===== config.mk =====
export PLATFORM = sky130hd
export DESIGN_NAME = fb_arbiter
export DESIGN_NICKNAME = d
export VERILOG_FILES = /design/src/rtl/fb_arbiter.sv
export SDC_FILE = /design/constraint.sdc
export NUM_CORES = 1
export LEC_CHECK = 0
export CAP_MARGIN = 25
export CORE_MARGIN = 5
export CORE_UTILIZATION = 37
export CTS_CLUSTER_DIAMETER = 40
export DETAILED_ROUTE_END_ITERATION = 12
export PLACE_DENSITY_LB_ADDON = 0.2
export SETUP_SLACK_MARGIN = 0.5
export SYNTH_ARGS = -nofsm -noshare
export SYNTH_HDL_FRONTEND = slang
export SYNTH_SLANG_ARGS = --single-unit

===== constraint.sdc =====
create_clock -name clk -period 1.55 [get_ports clk]
set_input_delay 0.155 -clock clk [delete_from_list [all_inputs] [get_ports clk]]
set_output_delay 0.155 -clock clk [all_outputs]
set_load 0.01 [all_outputs]

===== src/rtl/fb_arbiter.sv =====
// fb_arbiter: single-port framebuffer arbiter, priority scanout read > clear engine > writer.
// Optional macro WR_BLANK_ONLY_EN: writer and clear grants also require disp_blank=1.
module fb_arbiter #(
  parameter int unsigned       ADDR_W    = 14,
  parameter int unsigned       DATA_W    = 24,
  parameter int unsigned       DEPTH     = 10000,
  parameter logic [DATA_W-1:0] CLR_COLOR = DATA_W'(24'h000000)
) (
  input  logic              clk,
  input  logic              rst_n,
  input  logic              disp_req,
  input  logic [ADDR_W-1:0] disp_addr,
  output logic [DATA_W-1:0] disp_rdata,
  output logic              disp_rvalid,
  input  logic              disp_blank,
  input  logic              wr_valid,
  input  logic [ADDR_W-1:0] wr_addr,
  input  logic [DATA_W-1:0] wr_data,
  output logic              wr_ready,
  input  logic              clr_start,
  output logic              clr_busy,
  output logic              clr_done,
  output logic              err_oob,
  output logic              mem_en,
  output logic              mem_we,
  output logic [ADDR_W-1:0] mem_addr,
  output logic [DATA_W-1:0] mem_wdata,
  input  logic [DATA_W-1:0] mem_rdata
);

  localparam logic [ADDR_W:0]   DEPTH_X   = (ADDR_W+1)'(DEPTH);
  localparam logic [ADDR_W-1:0] LAST_ADDR = ADDR_W'(DEPTH - 1);

  typedef enum logic {IDLE, CLEAR} state_t;

  state_t            state;
  logic [ADDR_W-1:0] clr_addr;
  logic              rd_pend;
  logic              blank_ok;
  logic              clr_gnt;
  logic              wr_gnt;
  logic              wr_in_range;

`ifdef WR_BLANK_ONLY_EN
  assign blank_ok = disp_blank;
`else
  logic unused_blank;
  assign unused_blank = disp_blank;
  assign blank_ok     = 1'b1;
`endif

  // Grant decode: scanout always wins, then clear, then writer
  assign wr_ready    = (state == IDLE) && !disp_req && blank_ok;
  assign clr_gnt     = (state == CLEAR) && !disp_req && blank_ok;
  assign wr_gnt      = wr_valid && wr_ready;
  assign wr_in_range = {1'b0, wr_addr} < DEPTH_X;
  assign clr_busy    = (state == CLEAR);
  assign disp_rdata  = mem_rdata;

  // FSM, RAM port register and read-return pipeline
  always_ff @(posedge clk) begin
    if (!rst_n) begin
      state       <= IDLE;
      clr_addr    <= '0;
      rd_pend     <= 1'b0;
      disp_rvalid <= 1'b0;
      clr_done    <= 1'b0;
      err_oob     <= 1'b0;
      mem_en      <= 1'b0;
      mem_we      <= 1'b0;
      mem_addr    <= '0;
      mem_wdata   <= '0;
    end else begin
      mem_en      <= 1'b0;
      mem_we      <= 1'b0;
      clr_done    <= 1'b0;
      rd_pend     <= disp_req;
      disp_rvalid <= rd_pend;

      if (disp_req) begin
        mem_en   <= 1'b1;
        mem_addr <= disp_addr;
      end else if (clr_gnt) begin
        mem_en    <= 1'b1;
        mem_we    <= 1'b1;
        mem_addr  <= clr_addr;
        mem_wdata <= CLR_COLOR;
      end else if (wr_gnt && wr_in_range) begin
        mem_en    <= 1'b1;
        mem_we    <= 1'b1;
        mem_addr  <= wr_addr;
        mem_wdata <= wr_data;
      end

      case (state)
        IDLE: begin
          if (clr_start) begin
            state    <= CLEAR;
            clr_addr <= '0;
            err_oob  <= 1'b0;
          end
        end
        CLEAR: begin
          if (clr_gnt) begin
            if (clr_addr == LAST_ADDR) begin
              state    <= IDLE;
              clr_addr <= '0;
              clr_done <= 1'b1;
            end else begin
              clr_addr <= clr_addr + ADDR_W'(1);
            end
          end
        end
        default: state <= IDLE;
      endcase

      // An out-of-range write still handshakes but only flags the error
      if (wr_gnt && !wr_in_range) err_oob <= 1'b1;
    end
  end

endmodule


==> flow_summary.json <==
{
  "dp_cells": 551,
  "drcViolationCount": 0,
  "first_global_vias": 2952,
  "ir_drop_mv": 0.476,
  "gr-usage-all-layers_pct": 17.8,
  "grt_remaining_overflow": 0,
  "hold_path_depth": 3,
  "synth-seq-area-share_pct": 38.3,
  "clock_skew_ns": 0.00939,
  "postRouteAntennaNets": 0,
  "cp.required_ns": 1.79,
  "max_freq_mhz": 712,
  "crit_path_end_kind": "flop",
  "power.total_uw": 3900,
  "syn_to_final_growth_pct": 55.6,
  "first_pass_iters": 4,
  "yosysTopAreaCellShare_pct": 38.3,
  "grt_pass1_wl_um": 14400,
  "cp_slowest_cell": "dfxtp_4",
  "n_antenna_cell": 0,
  "antenna_found_initial": 0,
  "grt_setup_unrepaired": "true",
  "synth_compound_area_share_pct": 7.70,
  "cts.clk_slew.worst_paths_ns": 0.07,
  "vias": 2943,
  "worst_slew_pin_slew_ns": 0.443,
  "final_util_pct": 58.7,
  "row_count": 33,
  "placed_cell_area_um2": 4260,
  "cts-root-buf": "clkbuf_8",
  "status": "complete, no violations",
  "muxShareOfSynthArea_pct": 18.2,
  "drt_iter0_markers": 71,
  "synth_top_family_by_area": "simple AND/OR/NAND/NOR gates",
  "dr.max_layer_used": "met4",
  "synthCells": 363,
  "cts.sinks": 59,
  "yosysTopAreaCell": "dfxtp_1",
  "post-route-period-util_pct": 90.6,
  "dieArea_um2": 10300,
  "reg2reg_slack_ns": 0.15,
  "post-place-ws_ns": -0.215,
  "hold_start": "rst_n",
  "final.setup.worst_slack_ns": 0.146,
  "instances_no_fill": 595,
  "layout_commonest_cell": "nand2_1",
  "ys_seq_elements": 59,
  "slew-limit-headroom_pct": 70.5,
  "yosys_warnings": 0,
  "min_path_type": "input port to flop",
  "syn_nets": 446,
  "wl_per_cell_um": 16.0,
  "timing.hold.worst_endpoint": "clr_busy",
  "drv_cap": 0,
  "synthTopCellsByArea": "dfxtp_1 38%, mux2i_1 18%, nand2_1 9.4%, buf_4 6.6%, nand3_1 6.0%",
  "startpoint_type": "flop",
  "fin_nets": 568,
  "met3_length_um": 554,
  "ff2ff_path_depth": 5,
  "cts_tree": "built",
  "crit_fanout": 6,
  "htreeDepth": 3,
  "stdcell_area_um2": 4800,
  "final.min_clock_period_ns": 1.40,
  "fp.coreArea_um2": 8180,
  "slowest_delay_ns": 0.37,
  "synth-simple-area-share_pct": 23.9,
  "drive_gt1_share_pct": 36.9,
  "start_util_pct": 37.8,
  "cts_hold_buf": 0,
  "setup_viol": 0,
  "io_buffers": 101,
  "cts_buffer_depth": 2,
  "r2r-end": "clr_addr[10]",
  "rr_startpoint": "clr_addr[0]",
  "yosys.area_share.adder_pct": 0.405,
  "critPathKind": "flop to flop",
  "cp_cell_sequence": "ha_4 > and3_4 > nand4_1 > or3_1 > o21ai_0",
  "fill_cells": 759,
  "met1Wirelength_um": 3860,
  "leakagePower_uw": 0.00201,
  "arrival_ns": 1.65,
  "slew_viol_final": 0,
  "grt_max_degree": 49,
  "synthDistinctLibCells": 39,
  "routabilityCongestion": 0.798,
  "die_w_um": 101,
  "routed_wl_um": 9510,
  "synth_area_um2": 3090,
  "hold_viol_final": 0,
  "p_per_area_nw_per_um2": 812,
  "avgSynthCellArea_um2": 8.50,
  "final_cell_mix": "75 x nand2_1, 55 x mux2i_1, 47 x clkdlybuf4s50_1",
  "clkLatencyLatePin_ns": 0.33,
  "cts_buffers": 9,
  "hpwlAfterDp_um": 6510,
  "synthXorXnorAreaFrac_pct": 0.284,
  "wl_met2_um": 4910,
  "dieHeight_um": 101,
  "ios": 151,
  "viasPerCell": 4.95
}
cells in the mapped netlist:
master	instances
inv_1	3
a32o_1	1
a21oi_4	1
o21a_1	1
o22ai_1	1
ha_1	1
mux2i_1	56
clkbuf_2	1
a31oi_1	6
o21ai_0	19
nand2_1	77
dfxtp_1	59
a31o_1	1
nor2b_1	1
and4_1	3
nor2_2	1
o31ai_2	1
a21oi_1	2
xor2_1	1
a21boi_1	1
or3_1	5
buf_4	27
and3_1	3
buf_6	5
nand4_1	6
nand3b_1	4
o21ai_1	2
nor2_4	1
nor4b_2	1
a2bb2oi_1	1
o211ai_1	1
nand3_1	37
buf_2	5
and2_1	3
nor3_1	2
nand4_2	1
nor2_1	7
clkbuf_1	13
nand2b_1	2
critical path, delay by kind of cell (launching register included):
family / cells / cell delay, ns
DFF: 1 / 0.37
and+or+nand+nor: 3 / 0.70
AOI/OAI and AO/OA: 1 / 0.10
adders and majority gates: 1 / 0.13
layer usage:
| layer | GRT usage, % | up-vias |
|---|---|---|
| li1 | - | 1484 |
| met1 | 20.9 | 1369 |
| met2 | 31.3 | 76 |
| met3 | 3.99 | 14 |
| met4 | 6.95 | 0 |
| met5 | 0 | - |
per-stage QoR:
step | hold slack, ns | TNS (ns)
6_report | 0.139 | 0
5_1_grt | 0.142 | 0
4_1_cts | 0.0982 | 0
3_5_place_dp | 0.310 | -6.48
3_3_place_gp | 0.310 | -5.57
2_1_floorplan | 0.297 | 0
final cells by class:
class	count	area (µm²)	share of cell area [%]
inverter	3	11.3	0.234
clock inverter	5	75.1	1.56
tap	105	131	2.74
clock buffer	11	151	3.15
multi-input combinational	251	1770	36.9
timing repair buffer	161	1430	29.9
sequential	59	1230	25.6
registers in the layout (all words and copies together), names as in the netlist:
register and flops:
clr_busy 1, mem_wdata 24, mem_en 1, clr_done 1
mem_addr 14, rd_pend 1, clr_addr 14, err_oob 1
mem_we 1, disp_rvalid 1
repair_timing:
action,CTS,global route
pin swaps,17,9
buffers inserted,16,7
gates resized for setup,225,39
cloned,5,0
endpoints found under the setup margin,102,69
how the worst max path moves through the flow:
stage,slack [ns],startpoint,cells past startpoint,endpoint
3_3_place_gp,-0.16,wr_addr[12],7,mem_wdata[8]
4_1_cts,0.21,clr_busy,7,mem_wdata[16]
3_5_place_dp,-0.22,wr_addr[12],7,mem_wdata[10]
5_1_grt,0.10,clr_busy,7,mem_wdata[22]
6_report,0.15,clr_addr[0],5,clr_addr[10]
2_1_floorplan,0.11,clr_busy,6,mem_wdata[10]
cells by family after synthesis:
kind of cell | Yosys count
XOR/XNOR | 1
multiplexers | 56
AND/OR/NAND/NOR | 154
adder cells (fa/ha/maj) | 1
flip-flops | 59
AO/OA/AOI/OAI | 38
buffers and inverters | 54
where the power goes:
part	leakage [µW]	internal [µW]	switching (µW)
combinational	0.00139	391	307
clock	0.000119	985	621
sequential	0.000493	1570	29.1
Note: power is estimated with default switching activity, not from simulation.
